$ cat src/rtl/pattern_player_misr.sv
// Stimulus/response engine for combinational benchmark cores: replays a loadable
// vector memory into the core and folds the core's outputs into a MISR signature.
module pattern_player_misr #(
    parameter int VEC_WIDTH   = 36,
    parameter int RESP_WIDTH  = 7,
    parameter int DEPTH       = 16,
    parameter int HOLD_CYCLES = 1,
    parameter logic [RESP_WIDTH-1:0] MISR_POLY = 7'h03
) (
    input  logic                       clk,
    input  logic                       rst,
    input  logic                       load_en,
    input  logic [$clog2(DEPTH)-1:0]   load_addr,
    input  logic [VEC_WIDTH-1:0]       load_data,
    input  logic                       start,
    input  logic                       abort,
    input  logic [$clog2(DEPTH):0]     num_vec,
    input  logic                       loop_mode,
    output logic [VEC_WIDTH-1:0]       vec_out,
    output logic                       vec_valid,
    input  logic [RESP_WIDTH-1:0]      resp_in,
    output logic                       busy,
    output logic                       done,
    output logic [$clog2(DEPTH)-1:0]   vec_index,
    output logic [15:0]                pass_count,
    output logic [RESP_WIDTH-1:0]      signature
);

    localparam int AW = $clog2(DEPTH);
    localparam int HW = (HOLD_CYCLES > 1) ? $clog2(HOLD_CYCLES) : 1;
    localparam logic [AW:0]   DEPTH_W   = (AW+1)'(DEPTH);
    localparam logic [HW-1:0] HOLD_LAST = HW'(HOLD_CYCLES - 1);

    typedef enum logic [1:0] {IDLE, APPLY, DONE} state_t;

    state_t                  state;
    state_t                  state_next;
    logic [VEC_WIDTH-1:0]    mem [DEPTH];
    logic [AW:0]             n_eff;
    logic [AW:0]             n_clamped;
    logic                    loop_r;
    logic [HW-1:0]           hold_cnt;
    logic [AW-1:0]           idx_inc;
    logic                    sample;
    logic                    last_vec;
    logic [RESP_WIDTH-1:0]   sig_next;

    assign n_clamped = (num_vec > DEPTH_W) ? DEPTH_W : num_vec;
    assign idx_inc   = vec_index + AW'(1);
    assign sample    = (hold_cnt == HOLD_LAST);
    assign last_vec  = ({1'b0, vec_index} == (n_eff - (AW+1)'(1)));
    assign sig_next  = {signature[RESP_WIDTH-2:0], 1'b0}
                     ^ (signature[RESP_WIDTH-1] ? MISR_POLY : '0)
                     ^ resp_in;

    // Vector memory has no reset so contents survive a mid-run reset.
    always_ff @(posedge clk) begin
        if (load_en && !busy)
            mem[load_addr] <= load_data;
    end

    always_ff @(posedge clk) begin
        if (rst)
            state <= IDLE;
        else
            state <= state_next;
    end

    // Abort is checked before the last-vector exit so it always wins.
    always_comb begin
        state_next = state;
        case (state)
            IDLE: begin
                if (start)
                    state_next = (n_clamped == '0) ? DONE : APPLY;
            end
            APPLY: begin
                if (abort)
                    state_next = DONE;
                else if (sample && last_vec && !loop_r)
                    state_next = DONE;
            end
            DONE:    state_next = IDLE;
            default: state_next = IDLE;
        endcase
    end

    always_comb begin
        vec_valid = 1'b0;
        busy      = 1'b0;
        done      = 1'b0;
        case (state)
            APPLY: begin
                vec_valid = 1'b1;
                busy      = 1'b1;
            end
            DONE:    done = 1'b1;
            default: ;
        endcase
    end

    // The read address is one step ahead so vec_out flips exactly at window ends.
    always_ff @(posedge clk) begin
        if (rst) begin
            vec_out    <= '0;
            vec_index  <= '0;
            pass_count <= '0;
            signature  <= '0;
            hold_cnt   <= '0;
            n_eff      <= '0;
            loop_r     <= 1'b0;
        end else begin
            case (state)
                IDLE: begin
                    if (start) begin
                        n_eff      <= n_clamped;
                        loop_r     <= loop_mode;
                        signature  <= '0;
                        vec_index  <= '0;
                        pass_count <= '0;
                        hold_cnt   <= '0;
                        if (n_clamped != '0)
                            vec_out <= mem[0];
                    end
                end
                APPLY: begin
                    if (!abort) begin
                        if (sample) begin
                            hold_cnt  <= '0;
                            signature <= sig_next;
                            if (last_vec) begin
                                if (loop_r) begin
                                    vec_index  <= '0;
                                    vec_out    <= mem[0];
                                    pass_count <= pass_count + 16'd1;
                                end
                            end else begin
                                vec_index <= idx_inc;
                                vec_out   <= mem[idx_inc];
                            end
                        end else begin
                            hold_cnt <= hold_cnt + HW'(1);
                        end
                    end
                end
                default: ;
            endcase
        end
    end

endmodule

$ cat config.mk
export PLATFORM = sky130hd
export DESIGN_NAME = pattern_player_misr
export DESIGN_NICKNAME = d
export VERILOG_FILES = /design/src/rtl/pattern_player_misr.sv
export SDC_FILE = /design/constraint.sdc
export NUM_CORES = 1
export LEC_CHECK = 0
export CORE_MARGIN = 4
export CORE_UTILIZATION = 60
export CTS_BUF_LIST = sky130_fd_sc_hd__clkbuf_16
export DETAILED_ROUTE_END_ITERATION = 12
export PLACE_DENSITY = 0.79
export SLEW_MARGIN = 20
export SYNTH_ARGS = -nofsm -noshare
export SYNTH_HDL_FRONTEND = slang
export SYNTH_SLANG_ARGS = --single-unit
$ cat constraint.sdc
create_clock -name clk -period 5.15 [get_ports clk]
set_input_delay 0.515 -clock clk [delete_from_list [all_inputs] [get_ports clk]]
set_output_delay 0.515 -clock clk [all_outputs]
set_load 0.05 [all_outputs]
Word-level counts from Yosys, hierarchy flattened
Memory sizes are Yosys's and may differ from the RTL's.
Index checks and enable logic that the tools add are counted.
{"block": "word_totals", "n_memories": 1, "latch_bits": 0, "ramBits": 576, "in_bits": 58, "wordCells": 82, "out_inout_bits": 66, "rom_bits": 0, "reg_bits": 72}
{"block": "classes", "addsub": 4, "bitwise_logic": 3, "magnitude_cmp": 1, "n_shift": 0, "div_mod_pow": 0, "mux": 38, "n_mul": 0, "eq_ne": 11, "n_reduce_logical": 16}
{"name": "mem", "words": 16, "word_bits": 36, "read_ports": 2, "rd_ports_with_merged_regs": 0, "write_ports": 1, "line_no": "38", "rtl": "logic [VEC_WIDTH-1:0] mem [DEPTH];"}
{"op": "two-way mux 36 bit", "n": 6}
{"op": "two-way mux 16 bit", "n": 5}
{"op": "one-hot mux 36 bit (2 select lines)", "n": 1}
{"op": "one-hot mux 16 bit (2 select lines)", "n": 1}
{"op": "two-way mux 7 bit", "n": 3}
{"op": "two-way mux 4 bit", "n": 5}
{"op": "adder 16 x 1 -> 16 bit, second input constant", "n": 1}
{"op": "one-hot mux 7 bit (2 select lines)", "n": 1}
{"op": "!= test 2 bit, second input constant", "n": 6}
{"op": "AND reduction 6 bit", "n": 2}
{"op": "two-way mux 2 bit", "n": 5}
{"op": "one-hot mux 4 bit (2 select lines)", "n": 1}
{"op": "two-way mux 1 bit", "n": 7}
{"op": "bitwise XOR 7 x 2 -> 7 bit", "n": 1}
{"op": "bitwise XOR 7 bit", "n": 1}
{"op": "!= test 3 bit, second input constant", "n": 2}
{"op": "== test 4 x 5 -> 1 bit", "n": 1}
{"op": "greater-than comparator 5 bit, second input constant", "n": 1}
{"op": "zero test 5 bit", "n": 1}
{"op": "two-way mux 5 bit", "n": 1}
{"op": "AND reduction 5 bit", "n": 1}
{"op": "nonzero test 5 bit", "n": 1}
{"op": "subtractor 5 x 1 -> 5 bit, second input constant", "n": 1}
{"op": "adder 4 x 1 -> 4 bit, second input constant", "n": 1}
{"op": "13 further kinds", "n": 17}

Logic depth before layout (Yosys ltp)
Gate-level depths: netlist (run 1).
{"block": "depth", "ltp_word": 7, "depth_mapped": 10, "depth_no_buf": 8}

Least setup slack after synthesis (run 1)
Ideal clock, no wire load.
{"block": "synth_timing", "kind": "flip-flop to flip-flop", "startpoint": "register state[1]", "endpoint": "memory mem[3][0], enable pin", "slack_ns": 0.948, "stages_incl_launch_ff": 6, "setup_ns": 0.474, "t_arrival_ns": 3.728, "required_time_ns": 4.676, "period_less_slack_ns": 4.202, "path_buffers": 2, "path_cell_list": "dfxtp_1 > nand2b_1 > clkbuf_1 > clkbuf_1 > nand4_1 > nor3_1"}
{"block": "synth_between", "elab_chain_cells": 6}
{"item": "start: declaration", "line_no": "36", "rtl": "state_t state;"}
{"item": "start signal: assignment", "line_no": "66", "rtl": "state <= state_next;"}
{"item": "== test 2 x 1 -> 1 bit", "line_no": "92", "rtl": "case (state)"}
{"item": "two-way mux 1 bit", "line_no": "92"}
{"item": "zero test 1 bit", "line_no": "58", "rtl": "if (load_en && !busy)"}
{"item": "logical AND 1 bit", "line_no": "58"}
{"item": "two-way mux 1 bit", "line_no": "58"}
{"item": "two-way mux 1 bit (implied by the code)", "line_no": "59", "rtl": "mem[load_addr] <= load_data;"}
{"item": "end: declaration", "line_no": "38"}
Every way passes these cells.

Worst setup path in the final report (run 1)
{"block": "layout_timing", "startpoint": "register n_eff[0]", "endpoint": "register vec_out[23]"}
{"block": "layout_between", "elab_chain_cells": 6, "elab_cells_between_ends": 8, "classes_between": "add/sub (1); eq/ne (2); mux (4); reduce/logical (1)"}
{"item": "start: declaration", "line_no": "39", "rtl": "logic [AW:0] n_eff;"}
{"item": "start signal: assignment", "line_no": "116", "rtl": "n_eff <= n_clamped;"}
{"item": "subtractor 5 x 1 -> 5 bit (*)", "line_no": "51", "rtl": "assign last_vec = ({1'b0, vec_index} == (n_eff - (AW+1)'(1)));"}
{"item": "== test 4 x 5 -> 1 bit (*)", "line_no": "51"}
{"item": "two-way mux 36 bit", "line_no": "131", "rtl": "if (last_vec) begin"}
{"item": "two-way mux 36 bit", "line_no": "128", "rtl": "if (sample) begin"}
{"item": "two-way mux 36 bit", "line_no": "127", "rtl": "if (!abort) begin"}
{"item": "one-hot mux 36 bit (2 select lines)", "line_no": "113", "rtl": "case (state)"}
{"item": "end signal: assignment", "line_no": "123", "rtl": "vec_out <= mem[0];"}
{"item": "end signal: assignment", "line_no": "134", "rtl": "vec_out <= mem[0];"}
{"item": "end signal: assignment", "line_no": "139", "rtl": "vec_out <= mem[idx_inc];"}
{"item": "end: declaration", "line_no": "19", "rtl": "output logic [VEC_WIDTH-1:0] vec_out,"}
Every way passes the cells marked *; elsewhere a longest branch is shown, timed or not. The select of a mux whose other input is x is not followed.
A chain may end at the register's enable or synchronous reset.

==> flow_summary.json, run 1 <==
{
  "run_status": "finished, final reports clean",
  "grt.overflow.total": 0,
  "antenna_violations_before_repair": 1,
  "setup_total_negative_slack_ps": 0,
  "post_drt_via_cell_ratio": 6.54,
  "place.gp.congestion": 0.807,
  "floorplan.initialDensity_pct": 60.6,
  "worstPathCellList": "inv_1 -> ha_1 -> xor2_1 -> o32a_1 -> a211oi_2 -> a311o_2 -> a21oi_1 -> a211oi_1",
  "relative_slew_slack_pct": 22.5,
  "cell_count_along_the_critical_path": 8,
  "worst_slew_pin_slew_ps": 1160,
  "dp.final_hpwl_um": 30300,
  "finalWorstPathRequiredPeriod_ps": 3730,
  "synth_largest_area_cell": "sky130_fd_sc_hd__edfxtp_1",
  "clock_tree_from_tritoncts": "built",
  "drt-wirelength-per-cell_um": 27.7,
  "clock_skew_ps": 18.1,
  "cts_root_buf": "sky130_fd_sc_hd__clkbuf_16",
  "start_kind": "flop",
  "grt_start_max_net_pins": 95,
  "top_level_ports": 124,
  "portBuffers": 123,
  "layout_worst_path_cycle_share_pct": 72.3,
  "wirelength_um": 56900,
  "type_of_element_capturing_the_critical_path": "flop",
  "number_of_synthesized_register_bits": 647,
  "post_synth_main_area_contributors": "sky130_fd_sc_hd__edfxtp_1 (68%), sky130_fd_sc_hd__mux4_2 (13%), sky130_fd_sc_hd__dfxtp_1 (5.6%)",
  "fp.dieH_um": 214,
  "worst_setup_path_startpoint": "n_eff[0]",
  "power-per-cell-area_mw_per_mm2": 377,
  "number_of_global_route_vias_before_repair": 13800,
  "route.antenna.remaining_nets": 0,
  "cp.required_ps": 5630,
  "setup_slack_ps": 1420,
  "hold_class": "in2reg",
  "synth.net_count": 1393,
  "fp.coreArea_sq_mm": 0.0419,
  "placementRows": 75,
  "cp-endpoint": "vec_out[23]",
  "largest_delay_share_family_worst_path": "compound AO/OA/AOI/OAI gates",
  "dieWidth_um": 214,
  "critical_path_class": "reg2reg",
  "totalPowerFinal_mw": 11.1,
  "finish.net_count": 1524,
  "timing.reg2reg.worst_path_depth": 8,
  "vias": 13400,
  "pre_cts_ws_ps": 1540,
  "cts.hold.buffers_added": 0,
  "max_stage_delay_ps": 1090,
  "insertedDiodeCount": 0,
  "ctsHtreeMaxLevel": 2,
  "async_flop_share_pct": 0,
  "regToRegEndpoint": "vec_out[23]",
  "grt_setup_unrepaired": "false",
  "die-area_sq_mm": 0.0457,
  "clk_latency_ps": 610,
  "synth-edff-count": 576,
  "drtPass1Iterations": 6,
  "final-setup-viol-count": 0,
  "post_synth.cell_area_avg_sq_um": 19.1,
  "critical_path.slowest_cell": "sky130_fd_sc_hd__a311o_2",
  "synth-warning-count": 0,
  "clkSinkCount": 647,
  "num-fill-cells": 2468,
  "globalRouteTotalUtil_pct": 25.4,
  "slew_limit_fails": 0,
  "layout-drive-gt1-share_pct": 19.5,
  "flow.area_growth_from_synthesis_pct": 16.0,
  "cts_made_buffers": 61,
  "power.static_leakage_nw": 9.30,
  "cp.buffers_inverters": 1,
  "reg2reg_from": "n_eff[0]",
  "clockBufferDepth": 3,
  "drc": 0,
  "timing.reg2reg.setup_slack_ps": 1420,
  "maxCapViolations": 0,
  "yosysUniqueCellTypes": 49,
  "clk_pin_slew_worst_paths_ps": 60,
  "post-cts-setup-buffer-count": 0,
  "synth_ff_type": "sky130_fd_sc_hd__edfxtp_1",
  "irDropWorstVdd_uv": 319,
  "arrival_ps": 4210,
  "synth.yosys.seq_area_share_pct": 73.7,
  "max_freq_ghz": 0.268,
  "wire_length_of_the_first_global_routing_pass_um": 85700,
  "timing_hold_violations_final": 0,
  "cts_repair_resize_count": 0,
  "synth_largest_type_area_fraction_pct": 68.1,
  "timing.critical_path.fanout_max": 37,
  "drt_initial_violations": 1560,
  "mappedNetlistArea_sq_mm": 0.0254,
  "syn_inst": 1332
}
[flip-flops by register name, summed over array words and instances (netlist names)]
signal and count:
mem 576, vec_out 36, pass_count 16, signature 7
n_eff 5, vec_index 4, state 2, loop_r 1
[placed cells by master (no fill, tap or decap), types with 5 or more instances in the layout]
cell,instances
sky130_fd_sc_hd__nand2_1,22
sky130_fd_sc_hd__a211o_1,36
sky130_fd_sc_hd__a2111oi_2,5
sky130_fd_sc_hd__edfxtp_1,576
sky130_fd_sc_hd__clkdlybuf4s50_1,122
sky130_fd_sc_hd__nand2b_1,6
sky130_fd_sc_hd__inv_1,19
sky130_fd_sc_hd__buf_12,11
sky130_fd_sc_hd__buf_4,18
sky130_fd_sc_hd__a211oi_1,73
sky130_fd_sc_hd__xnor2_1,18
sky130_fd_sc_hd__nor2_4,12
sky130_fd_sc_hd__clkbuf_16,62
sky130_fd_sc_hd__mux2i_1,37
sky130_fd_sc_hd__clkinv_1,15
sky130_fd_sc_hd__mux4_2,144
sky130_fd_sc_hd__clkinv_2,11
sky130_fd_sc_hd__nor2b_1,37
sky130_fd_sc_hd__nand3b_1,6
sky130_fd_sc_hd__a21oi_1,61
sky130_fd_sc_hd__bufinv_16,8
sky130_fd_sc_hd__nor3_1,12
sky130_fd_sc_hd__nand3_1,5
sky130_fd_sc_hd__dfxtp_1,70
sky130_fd_sc_hd__nor2_1,68
[report_power, final]
| part | internal [mW] | leakage [nW] | switching, mW |
|---|---|---|---|
| clock network | 2.58 | 1.02 | 1.89 |
| registers | 5.80 | 5.78 | 0.0552 |
| logic | 0.290 | 2.50 | 0.471 |
| total | 8.67 | 9.30 | 2.42 |
[Yosys cell counts, types with 16 or more instances]
library cell / n
sky130_fd_sc_hd__a211o_1: 36
sky130_fd_sc_hd__a211oi_1: 73
sky130_fd_sc_hd__a21oi_1: 61
sky130_fd_sc_hd__buf_2: 27
sky130_fd_sc_hd__clkbuf_1: 45
sky130_fd_sc_hd__dfxtp_1: 71
sky130_fd_sc_hd__edfxtp_1: 576
sky130_fd_sc_hd__mux2i_1: 37
sky130_fd_sc_hd__mux4_2: 144
sky130_fd_sc_hd__nand2_1: 22
sky130_fd_sc_hd__nor2_1: 80
sky130_fd_sc_hd__nor2b_1: 37
sky130_fd_sc_hd__nor3_1: 16
sky130_fd_sc_hd__xnor2_1: 19
[metrics by stage]
step | instance area (sq um) | utilization [%] | hold WS [ps] | cells
final | 29400 | 70.3 | 409 | 2054
after global routing | 29400 | 70.3 | 383 | 2054
after CTS | 29400 | 70.3 | 370 | 2054
after detailed placement | 27400 | 65.5 | 476 | 1939
after global placement | 27400 | 65.5 | 465 | 1938
after floorplan | 25400 | - | 445 | 1332
[worst min-delay path by stage]
| stage | slack, ps | startpoint | to | cells past startpoint |
|---|---|---|---|---|
| finish | 410 | rst | vec_out[31] | 2 |
| floorplan | 450 | n_eff[1] | n_eff[1] | 2 |
| global route | 380 | rst | vec_out[31] | 2 |
| detailed placement | 480 | n_eff[1] | n_eff[1] | 2 |
| global placement | 470 | n_eff[1] | n_eff[1] | 2 |
| CTS | 370 | rst | vec_out[31] | 2 |
[per-layer routing]
layer,global-route usage [%],vias to the layer above,share of wire [%]
met5,0,-,0.032
met2,42.7,702,51
met3,4.75,107,9.0
met1,34.5,6919,37
met4,8.03,2,2.8
li1,-,5706,-
[worst register-to-register path: stages (launching register included)]
cell and delay [ps]:
sky130_fd_sc_hd__dfxtp_1 390, sky130_fd_sc_hd__inv_1 70, sky130_fd_sc_hd__ha_1 240, sky130_fd_sc_hd__xor2_1 150
sky130_fd_sc_hd__o32a_1 330, sky130_fd_sc_hd__a211oi_2 810, sky130_fd_sc_hd__a311o_2 1100, sky130_fd_sc_hd__a21oi_1 130
sky130_fd_sc_hd__a211oi_1 380
[layout make-up]
cell class | count | area (sq um) | share of cell area, %
flip-flops and latches | 647 | 18700 | 63.6
inverters | 7 | 26.3 | 0.0893
well taps | 539 | 674 | 2.29
clock inverters | 53 | 460 | 1.56
clock buffers | 62 | 1550 | 5.27
multi-input cells | 594 | 6420 | 21.8
repair buffers | 152 | 1580 | 5.37
[cell families (layout without fill, tap and decap cells)]
| group | count (synthesis) | after routing | synth area share (%) |
|---|---|---|---|
| adders and majority gates | 3 | 3 | 0.148 |
| buffers and inverters | 91 | 274 | 1.58 |
| AOI/OAI and AO/OA | 197 | 197 | 5.78 |
| muxes | 181 | 181 | 14.2 |
| DFF | 647 | 647 | 73.7 |
| xor gates and xnor gates | 24 | 24 | 0.858 |
| and+or+nand+nor | 189 | 189 | 3.65 |
No activity file was read; power rests on OpenSTA's default activity.
==> inputs of run 2 (changes only) <==
Settings changed: CORE_UTILIZATION 60 to 54, PLACE_DENSITY 0.79 to 0.76.
Clock period 5.15 ns to 3.2 ns, I/O delays scaled along.
==> flow_summary.json, run 2 (synthesized netlist as in run 1, its figures left out) <==
{
  "cts_root_buf": "sky130_fd_sc_hd__clkbuf_16",
  "portBuffers": 123,
  "design_area_sq_mm": 0.0297,
  "grt.overflow.total": 0,
  "placementRows": 79,
  "wire_length_of_the_first_global_routing_pass_um": 85300,
  "hp-start": "rst",
  "number_of_flip_flops_in_the_largest_register": 576,
  "hold_path_depth": 5,
  "drc": 0,
  "numPlacedInstances": 2024,
  "clk_latency_ps": 620,
  "dp.final_hpwl_um": 30000,
  "arrival_ps": 3490,
  "regToRegEndpoint": "vec_out[11]",
  "totalPowerFinal_mw": 17.7,
  "cts.hold.buffers_added": 0,
  "finish.net_count": 1541,
  "floorplan.initialDensity_pct": 54.5,
  "num-fill-cells": 3094,
  "layout_worst_path_cycle_share_pct": 93.6,
  "die-area_sq_mm": 0.0505,
  "run_status": "finished, final reports clean",
  "cts_made_buffers": 61,
  "fp.dieH_um": 225,
  "drt-wirelength-per-cell_um": 26.4,
  "largest_register": "mem",
  "post-route-util_pct": 63.8,
  "fp.coreArea_sq_mm": 0.0466,
  "flow.area_growth_from_synthesis_pct": 17.0,
  "vias": 13500,
  "antenna_violations_before_repair": 2,
  "drtPass1Iterations": 6,
  "post_drt_via_cell_ratio": 6.30,
  "clkSinkCount": 647,
  "pre_cts_ws_ps": 248,
  "reg2reg_from": "n_eff[0]",
  "grt_start_max_net_pins": 89,
  "final-instance-count-excl-fill": 2137,
  "top_level_ports": 124,
  "max_freq_ghz": 0.334,
  "globalRouteTotalUtil_pct": 22.5,
  "finalWorstPathRequiredPeriod_ps": 2990,
  "cp.required_ps": 3700,
  "number_of_global_route_vias_before_repair": 13700,
  "power-per-cell-area_mw_per_mm2": 595,
  "slew_limit_fails": 0,
  "maxCapViolations": 0,
  "clock_skew_ps": 20.5,
  "ctsHtreeMaxLevel": 2,
  "wirelength_um": 56400,
  "relative_slew_slack_pct": 28.3,
  "route.antenna.remaining_nets": 0,
  "placement.cell_area_sq_mm": 0.0277,
  "clock_tree_from_tritoncts": "built",
  "clockBufferDepth": 3,
  "dieWidth_um": 225,
  "setup_slack_ps": 206,
  "cts_repair_resize_count": 0,
  "layout.cells.most_common_list": "sky130_fd_sc_hd__edfxtp_1 (576), sky130_fd_sc_hd__mux4_2 (144), sky130_fd_sc_hd__clkdlybuf4s50_1 (122)",
  "power.static_leakage_nw": 9.39,
  "clk_pin_slew_worst_paths_ps": 70,
  "final_common_cell": "sky130_fd_sc_hd__edfxtp_1",
  "layout-drive-gt1-share_pct": 20.2,
  "start_kind": "flop",
  "type_of_element_capturing_the_critical_path": "flop",
  "timing.critical_path.fanout_max": 28,
  "final-setup-viol-count": 0,
  "timing_hold_violations_final": 0,
  "place.gp.congestion": 0.770,
  "hold_end": "pass_count[15]",
  "worst_slew_pin_slew_ps": 1080,
  "grt_setup_unrepaired": "false",
  "post-cts-setup-buffer-count": 0,
  "drt_initial_violations": 1710,
  "critical_path_class": "reg2reg",
  "reg_top3": "mem (576), vec_out (36), pass_count (16)",
  "irDropWorstVdd_uv": 491,
  "timing.reg2reg.worst_path_depth": 9,
  "hold_class": "in2reg",
  "timing.reg2reg.setup_slack_ps": 210
}
-- run 2: changes by cell type in the layout (fill, tap and decap cells not counted), sizes merged --
cell / previous run / this run
inv: 20 / 19
buf: 30 / 47
diode: 0 / 1
bufinv: 8 / 6
-- run 2: worst max path at each step --
| stage | from | to | slack (ps) | cells past startpoint |
|---|---|---|---|---|
| final | n_eff[0] | vec_out[11] | 210 | 9 |
| after global routing | n_eff[0] | vec_out[16] | 50 | 9 |
| after CTS | n_eff[0] | vec_out[11] | 210 | 9 |
| after detailed placement | n_eff[0] | vec_out[11] | 250 | 9 |
| after global placement | n_eff[0] | vec_out[7] | 440 | 9 |
| after floorplan | state[1] | mem[11][0] | -50 | 5 |
-- run 2: metrics by stage --
stage / TNS, ps / hold WS, ps
2_1_floorplan: -4640 / 419
3_3_place_gp: 0 / 458
3_5_place_dp: 0 / 469
4_1_cts: 0 / 162
5_1_grt: 0 / 199
6_report: 0 / 206
-- run 2: cell type report --
type,instances,area (sq um),area share (%)
diodes,1,2.50,0.00843
clock buffers,62,1550,5.23
clock inverters,50,388,1.31
inverters,7,26.3,0.0885
multi-input cells,594,6440,21.7
flip-flops and latches,647,18700,63.1
well taps,607,759,2.56
repair buffers,169,1800,6.05
-- run 2: layer usage --
| layer | wire length [um] | part of all wire [%] | track usage [%] | vias to the layer above |
|---|---|---|---|---|
| met5 | 11 | 0.020 | 0 | - |
| met1 | 22500 | 40 | 32.2 | 6969 |
| met3 | 4740 | 8.4 | 3.37 | 93 |
| met4 | 1310 | 2.3 | 6.48 | 2 |
| li1 | - | - | - | 5751 |
| met2 | 27800 | 49 | 36.8 | 649 |
-- run 2: where the power goes --
part	leakage [nW]	switching (mW)	internal, mW
combinational	2.62	0.775	0.486
sequential	5.78	0.0812	9.34
clock	0.991	3.01	3.98
total	9.39	3.87	13.8
-- run 2: critical path: stages, from the launching register on --
cell                       delay, ps
sky130_fd_sc_hd__dfxtp_1         390
sky130_fd_sc_hd__inv_1            60
sky130_fd_sc_hd__ha_1            240
sky130_fd_sc_hd__xor2_1          150
sky130_fd_sc_hd__o32a_1          320
sky130_fd_sc_hd__a211oi_2        490
sky130_fd_sc_hd__a311o_2         510
sky130_fd_sc_hd__buf_12          290
sky130_fd_sc_hd__a21oi_1          80
sky130_fd_sc_hd__a211oi_1        310
==> inputs of run 3 (changes only) <==
Settings changed: CAP_MARGIN set to 40, CTS_BUF_LIST sky130_fd_sc_hd__clkbuf_16 to not set.
==> flow_summary.json, run 3 (synthesized netlist as in run 1, its figures left out) <==
{
  "run_status": "finished, final reports clean",
  "ctsHtreeMaxLevel": 3,
  "largest_delay_share_family_worst_path": "compound AO/OA/AOI/OAI gates",
  "final-setup-viol-count": 0,
  "max_freq_ghz": 0.341,
  "critical_path_class": "reg2reg",
  "power.static_leakage_nw": 9.42,
  "grt_most_used_layer": "met2",
  "placementRows": 79,
  "globalRouteTotalUtil_pct": 22.5,
  "layout.cells.most_common_list": "sky130_fd_sc_hd__edfxtp_1 (576), sky130_fd_sc_hd__mux4_2 (144), sky130_fd_sc_hd__clkdlybuf4s50_1 (122)",
  "place.gp.congestion": 0.770,
  "wire_length_of_the_first_global_routing_pass_um": 85200,
  "drtPass1Iterations": 5,
  "insertedDiodeCount": 0,
  "num-fill-cells": 3081,
  "arrival_ps": 3400,
  "grt_start_max_net_pins": 89,
  "layout-drive-gt1-share_pct": 20.4,
  "max_stage_delay_ps": 510,
  "cell_count_along_the_critical_path": 9,
  "timing.reg2reg.setup_slack_ps": 270,
  "clock_skew_ps": 18.2,
  "fp.coreArea_sq_mm": 0.0466,
  "cp.buffers_inverters": 2,
  "antenna_violations_before_repair": 1,
  "post-cts-setup-buffer-count": 0,
  "layout_worst_path_cycle_share_pct": 91.6,
  "number_of_flip_flops_in_the_largest_register": 576,
  "cp.required_ps": 3670,
  "cts_repair_resize_count": 0,
  "met1_usage_pct": 31.9,
  "largest_register": "mem",
  "post-route-util_pct": 64.1,
  "flow.area_growth_from_synthesis_pct": 17.7,
  "drt_initial_violations": 1512,
  "type_of_element_capturing_the_critical_path": "flop",
  "reg2reg_from": "n_eff[0]",
  "number_of_global_route_vias_before_repair": 13600,
  "regToRegEndpoint": "vec_out[11]",
  "portBuffers": 123,
  "hold_class": "in2reg",
  "grt_setup_unrepaired": "false",
  "clock_tree_from_tritoncts": "built",
  "finalWorstPathRequiredPeriod_ps": 2930,
  "clkSinkCount": 647,
  "start_kind": "flop",
  "cp-endpoint": "vec_out[11]",
  "floorplan.initialDensity_pct": 54.5,
  "timing.reg2reg.worst_path_depth": 9,
  "top_level_ports": 124,
  "dieWidth_um": 225,
  "die-area_sq_mm": 0.0505,
  "clk_latency_ps": 580,
  "grt_util_met3_pct": 4.32,
  "drc": 0,
  "worst_slew_pin_slew_ps": 867,
  "power-per-cell-area_mw_per_mm2": 607,
  "irDropWorstVdd_uv": 452,
  "vias": 13400,
  "final_common_cell": "sky130_fd_sc_hd__edfxtp_1",
  "wirelength_um": 56300,
  "finish.net_count": 1547,
  "grt.overflow.total": 0,
  "clk_pin_slew_worst_paths_ps": 60,
  "maxCapViolations": 0,
  "timing.critical_path.fanout_max": 28,
  "worst_setup_path_startpoint": "n_eff[0]",
  "setup_total_negative_slack_ps": 0,
  "fp.dieH_um": 225,
  "reg_top3": "mem (576), vec_out (36), pass_count (16)",
  "totalPowerFinal_mw": 18.1,
  "post_drt_via_cell_ratio": 6.25,
  "route.antenna.remaining_nets": 0,
  "slew_limit_fails": 0,
  "cts_root_buf": "sky130_fd_sc_hd__clkbuf_16",
  "dp.final_hpwl_um": 30000,
  "design_area_sq_mm": 0.0299,
  "globalRouteMet2Util_pct": 36.4,
  "placement.cell_area_sq_mm": 0.0278,
  "clockBufferDepth": 3,
  "relative_slew_slack_pct": 42.2,
  "cts_made_buffers": 66,
  "cts.hold.buffers_added": 0,
  "drt-wirelength-per-cell_um": 26.3,
  "critical_path.slowest_cell": "sky130_fd_sc_hd__a311o_2",
  "worstPathCellList": "inv_1 -> ha_1 -> xor2_1 -> o32a_1 -> a211oi_2 -> a311o_2 -> buf_12 -> a21oi_1 -> a211oi_1",
  "timing_hold_violations_final": 0
}
run 3: power breakdown:
group | switching, mW | internal, mW | total (mW)
clock network | 3.04 | 4.41 | 7.44
registers | 0.0809 | 9.34 | 9.42
logic | 0.776 | 0.490 | 1.27
run 3: area by class of cell:
type	instances	area, sq um	area share [%]
Timing Repair Buffer	170	1810	6.07
Clock buffer	89	1860	6.24
Clock inverter	27	238	0.796
Inverter	7	26.3	0.0880
Sequential cell	647	18700	62.7
Multi-Input combinational cell	594	6440	21.6
Tap cell	607	759	2.54
run 3: worst min-delay path by stage:
stage / slack (ps) / start / endpoint / cells after the start
floorplan: 420 / load_data[0] / mem[0][0] / 0
global placement: 460 / n_eff[1] / n_eff[1] / 2
detailed placement: 470 / n_eff[1] / n_eff[1] / 2
CTS: 200 / rst / pass_count[15] / 5
global route: 230 / rst / pass_count[15] / 5
finish: 240 / rst / pass_count[15] / 5
run 3: layer usage:
layer  vias to the layer above  wire (um)
li1                       5769          -
met1                      6846      22300
met2                       667      27600
met3                        88       5160
met4                         2       1170
met5                         -          9
run 3: per-stage QoR:
step	setup slack, ps	cells	hold slack, ps
after floorplan	-46.5	1332	419
after global routing	96.7	2141	229
after CTS	253	2141	200
after detailed placement	293	2025	469
after global placement	440	2024	458
final	270	2141	236
run 3: worst min-delay path, stage by stage:
cell                      delay, ps
sky130_fd_sc_hd__buf_2          110
sky130_fd_sc_hd__nor2_1          70
sky130_fd_sc_hd__nand2_1         70
sky130_fd_sc_hd__a21oi_1         30
sky130_fd_sc_hd__a31o_1         170
